`src/rtl/seq_det_pkg.sv`:
```
`default_nettype none
// ============================================================================
//  Module   : seq_det_pkg
//  Brief    : Shared constants and sizing helpers for the serial pattern
//             detector family.
//  Revision : 1.0  initial parametrised release
// ============================================================================
package seq_det_pkg;

    // Pattern used by the original fixed detector, MSB received first
    localparam logic [4:0] SEQ_10010 = 5'b10010;

    localparam int PAT_LEN_DEFAULT = 5;
    localparam int CNT_W_DEFAULT   = 8;

    // Bits needed to count 0..n inclusive
    function automatic int fill_width(input int n);
        return $clog2(n + 1);
    endfunction

    // Largest value a w-bit saturating counter can hold
    function automatic int cnt_max(input int w);
        return (1 << w) - 1;
    endfunction

    localparam int FILL_W  = fill_width(PAT_LEN_DEFAULT);
    localparam int CNT_MAX = cnt_max(CNT_W_DEFAULT);

endpackage
`default_nettype wire

```
`src/rtl/sat_counter.sv`:
```
`default_nettype none
// ============================================================================
//  Module   : sat_counter
//  Brief    : Up counter that sticks at its maximum value; clear has
//             priority over increment.
//  Revision : 1.0  initial release
// ============================================================================
module sat_counter
    import seq_det_pkg::*;
#(
    parameter int CNT_W = CNT_W_DEFAULT
) (
    input  logic             clk,
    input  logic             reset,
    input  logic             i_inc,
    input  logic             i_clr,
    output logic [CNT_W-1:0] o_count
);

    localparam logic [CNT_W-1:0] c_CNT_MAX = CNT_W'(cnt_max(CNT_W));

    logic [CNT_W-1:0] r_count;

    // Count increments, holding once the top value is reached
    always_ff @(posedge clk or posedge reset) begin
        if (reset) begin
            r_count <= '0;
        end else if (i_clr) begin
            r_count <= '0;
        end else if (i_inc && (r_count != c_CNT_MAX)) begin
            r_count <= r_count + 1'b1;
        end
    end

    assign o_count = r_count;

endmodule
`default_nettype wire

```
`src/rtl/seq_detector_param.sv`:
```
`default_nettype none
// ============================================================================
//  Module   : seq_detector_param
//  Brief    : Serial bit-pattern detector with elaboration-time pattern,
//             run-time overlap selection, sample enable, synchronous clear
//             and a saturating match counter.
//  Revision : 1.0  initial parametrised release
// ============================================================================
module seq_detector_param
    import seq_det_pkg::*;
#(
    parameter int                 PAT_LEN = PAT_LEN_DEFAULT,
    parameter logic [PAT_LEN-1:0] PATTERN = PAT_LEN'(SEQ_10010),
    parameter int                 CNT_W   = CNT_W_DEFAULT
) (
    input  logic             clk,
    input  logic             reset,
    input  logic             en,
    input  logic             x,
    input  logic             overlap,
    input  logic             clear,
    output logic             z,
    output logic [CNT_W-1:0] match_cnt,
    output logic             busy
);

    localparam int                FILL_W_L = fill_width(PAT_LEN);
    localparam logic [FILL_W_L-1:0] c_FULL = FILL_W_L'(PAT_LEN);

    // Reject out-of-range sizing at elaboration
    if ((PAT_LEN < 2) || (PAT_LEN > 16)) begin : g_bad_pat_len
        $error("seq_detector_param: PAT_LEN must be 2..16");
    end
    if ((CNT_W < 1) || (CNT_W > 16)) begin : g_bad_cnt_w
        $error("seq_detector_param: CNT_W must be 1..16");
    end

    logic [PAT_LEN-1:0]  r_hist;
    logic [FILL_W_L-1:0] r_fill;
    logic                r_z;

    logic [FILL_W_L-1:0] w_fill_cur;
    logic [FILL_W_L-1:0] w_fill_n;
    logic [PAT_LEN-1:0]  w_hist_n;
    logic                w_match;

    // Next history/fill and match decision for a sampled bit. A fill value
    // beyond PAT_LEN cannot occur normally and is treated as empty.
    always_comb begin
        w_fill_cur = (r_fill > c_FULL) ? '0 : r_fill;
        w_fill_n   = (w_fill_cur == c_FULL) ? c_FULL : (w_fill_cur + 1'b1);
        w_hist_n   = {r_hist[PAT_LEN-2:0], x};
        w_match    = en && (w_fill_n == c_FULL) && (w_hist_n == PATTERN);
    end

    // History shift register, fill tracking and registered match pulse
    always_ff @(posedge clk or posedge reset) begin
        if (reset) begin
            r_hist <= '0;
            r_fill <= '0;
            r_z    <= 1'b0;
        end else if (clear) begin
            r_hist <= '0;
            r_fill <= '0;
            r_z    <= 1'b0;
        end else if (en) begin
            r_hist <= w_hist_n;
            r_z    <= w_match;
            // A non-overlapped match consumes its bits entirely
            r_fill <= (w_match && !overlap) ? '0 : w_fill_n;
        end else begin
            r_z    <= 1'b0;
            r_fill <= w_fill_cur;
        end
    end

    sat_counter #(
        .CNT_W (CNT_W)
    ) u_match_cnt (
        .clk     (clk),
        .reset   (reset),
        .i_inc   (w_match),
        .i_clr   (clear),
        .o_count (match_cnt)
    );

    assign z    = r_z;
    assign busy = (r_fill != '0);

endmodule
`default_nettype wire

```
`config.mk`:
```
export PLATFORM = sky130hd
export DESIGN_NAME = seq_detector_param
export DESIGN_NICKNAME = d
export VERILOG_FILES = /design/src/rtl/seq_det_pkg.sv /design/src/rtl/sat_counter.sv /design/src/rtl/seq_detector_param.sv
export SDC_FILE = /design/constraint.sdc
export NUM_CORES = 1
export LEC_CHECK = 0
export ABC_CLOCK_PERIOD_IN_PS = 1700
export BUFFER_PORTS_ARGS = -buffer_cell sky130_fd_sc_hd__buf_2
export CAP_MARGIN = 10
export CORE_UTILIZATION = 42
export DETAILED_ROUTE_END_ITERATION = 12
export SLEW_MARGIN = 30
export SYNTH_ARGS = -nofsm -noshare
export SYNTH_HDL_FRONTEND = slang
export SYNTH_SLANG_ARGS = --single-unit
```
`constraint.sdc`:
```
create_clock -name clk -period 1.7 [get_ports clk]
set_input_delay 0.085 -clock clk [delete_from_list [all_inputs] [get_ports clk]]
set_output_delay 0.085 -clock clk [all_outputs]
set_load 0.02 [all_outputs]
```
==> results.md <==
- Status: complete, no violations
- Yosys reg bits: 16
- Yosys top cell area share: 49.2%
- Final hold violations: 0
- Clk sink count: 16
- Leading cell type in the layout, fill and taps excluded: dfrtp_1
- Worst setup path class: reg -> reg
- PD cells: 634 nW/um2
- IO buf count: 15
- Core footprint: 1760 um2
- GR Overflow Total: 0
- DRT Pass-1 Iters: 3
- Most frequent cells in the layout: 16 x dfrtp_1, 15 x buf_2, 8 x nor2_1, 8 x buf_4, 7 x a21oi_1
- First-pass GRT wire length: 2.50 mm
- Hold slack final: 0.0749 ns
- # DRC: 0
- Slew HR: 60.9%
- Hold Path Class: in -> reg
- Worst skew pair latency: 0.28 ns
- CTS buffer count: 3
- Final period utilization: 97.8%
- Antenna diode count: 0
- WP data required: 1.91 ns
- Max-Cap Viols: 0
- Sw power: 146 uW
- Die W: 46.0 um
- Layout Utilization: 57.1%
- Final Power: 638 uW
- Synth area leader: dfrtp_1
- DRT antenna net count: 0
- R2R Setup Slk: 0.04 ns
- Synth Cell Area: 815 um2
- Unrepaired setup endpoints after global routing: true
- Sequential power share: 61.5%
- Total track usage: 16.9%
- Largest net degree at the start of global routing: 17
- RR Startpoint: r_hist[1]
- Leakage power: 0.000482 uW
- CTS max path bufs: 2
- Post-Synthesis Cells: 78
- Worst Max-Slew Pin Slew: 0.585 ns
- I/O pins: 16
- Share of cells above drive strength 1: 33.3%
- Hold path cells: 3
- Final min period: 1.66 ns
- R2r endpoint: u_match_cnt.o_count[7]
- Mapped Nets: 85
- Min-delay src: x
- Worst-path maximum fanout: 10
- Vias after detailed routing: 669
- Die Y: 46.0 um
- Synth warn: 0
- Clock Skew: 0.00820 ns
- Rows: 15
- Net Sw Frac: 22.9%
- Final setup vio count: 0
- Clock power frac: 29.8%
- Hold worst-path end: r_hist[0]
- Max Freq: 0.601 GHz
- Synth cell types: 28
- Number of DRC markers in iteration 0: 10
- Design area: 1010 um2
- Synth area leaders: dfrtp_1 49%, mux2i_1 6.1%, a21oi_1 4.3%, nor2_1 3.7%, nor4b_4 2.9%
- Worst Reg-to-Reg Cells: 4
- Gpl congestion: 0.735
- Internal power: 492 uW
- Routed len/inst: 12.0 um
- Initial antenna violation count: 0
- Root Driver: clkbuf_4
- CTS tree: built
- Crit end category: register
- Combinational Power Share: 8.6%
- Crit path launch type: register
- Critical path arrival: 1.87 ns
- Initial core utilization: 46.2%
- # nets final: 111
- Number of global-route vias before repair: 580
- H-tree Lvls: 1
- Register area share after synthesis: 49.2%
- Area grow syn2layout: 23.7%
- Detailed placement HPWL: 1.15 mm
- Syn Area/Cell: 10.4 um2
- Drt total wl: 1.53 mm
- Peak supply drop: 0.468 mV
- Final slew viol count: 0
- Clock-pin slew on the worst setup and hold paths: 0.09 ns
- Placed inst area: 962 um2
- Post-CTS setup buffers: 0
- Die footprint: 2120 um2
- Vias per std cell: 5.27
-- cell families after synthesis --
family	share of synthesized area (%)
mux	6.14
compound gates	13.4
xor+xnor	2.15
simple gates	23.0
buf+inv	4.61
fa+ha+maj	1.54
flops	49.2
-- worst max-delay path, cell delays in order (launching register included) --
cell and delay, ns:
dfrtp_1 0.43, nor4b_4 0.36, o211ai_4 0.18, or4_1 0.49, a21oi_1 0.15
-- routing by layer --
| metal | routed length [um] | global-route usage [%] |
|---|---|---|
| met5 | 0 | 0 |
| met4 | 0 | 5.29 |
| met3 | 54 | 3.57 |
| met2 | 719 | 25.6 |
| met1 | 752 | 24.0 |
-- power groups by stage --
stage	registers (uW)	logic, uW	clock network [uW]
after global placement	400	53.9	0
final	393	55.1	190
after detailed placement	400	54.3	0
after floorplan	400	36.0	0
after global routing	394	62.6	219
after CTS	393	56.1	201
-- cells in the mapped netlist --
cell type  instances
dfrtp_1           16
nor2_1             8
a21oi_1            7
mux2i_1            5
nand2_1            4
nand3_1            4
o21ai_0            4
inv_1              3
or3_2              3
clkbuf_1           2
o31ai_1            2
or3_1              2
or4_1              2
xor2_1             2
a211o_2            1
a211oi_1           1
and4_1             1
and4b_1            1
buf_4              1
buf_6              1
ha_1               1
nand4_1            1
nand4b_1           1
nor4_1             1
nor4b_4            1
o211ai_2           1
o221ai_1           1
or2b_2             1
-- state kept, by name (all words and copies together), names as in the netlist --
register,flops
r_fill,3
r_hist,4
u_match_cnt.o_count,8
z,1
-- per-stage QoR --
step / instances / setup slack (ns) / setup TNS, ns
finish: 127 / 0.0371 / 0
global route: 127 / -0.0446 / -0.122
CTS: 127 / 0.00600 / 0
detailed placement: 123 / 0.0292 / 0
global placement: 123 / 0.0671 / 0
floorplan: 78 / 0.0587 / 0
-- cell type report --
cell class	count	area [um2]
clock buffer	3	22.5
sequential	16	400
inverter	3	11.3
tap	25	31.3
multi-input combinational	55	385
fill	180	757
timing repair buffer	25	156
-- worst max-delay path by stage --
stage	slack, ns	to	from	depth (start not counted)
after CTS	0.006	u_match_cnt.o_count[7]	r_hist[2]	4
after global placement	0.07	u_match_cnt.o_count[7]	r_hist[2]	4
final	0.04	u_match_cnt.o_count[7]	r_hist[1]	4
after floorplan	0.06	u_match_cnt.o_count[3]	u_match_cnt.o_count[0]	6
after detailed placement	0.03	u_match_cnt.o_count[7]	r_hist[2]	4
after global routing	-0.04	u_match_cnt.o_count[7]	r_hist[1]	4
-- what timing repair did --
action	CTS	global route
endpoints found under the setup margin	0	7
endpoints found under the hold margin	16	0
gates resized for setup	0	2
hold buffers	1	0
Note: power is estimated with default switching activity, not from simulation.
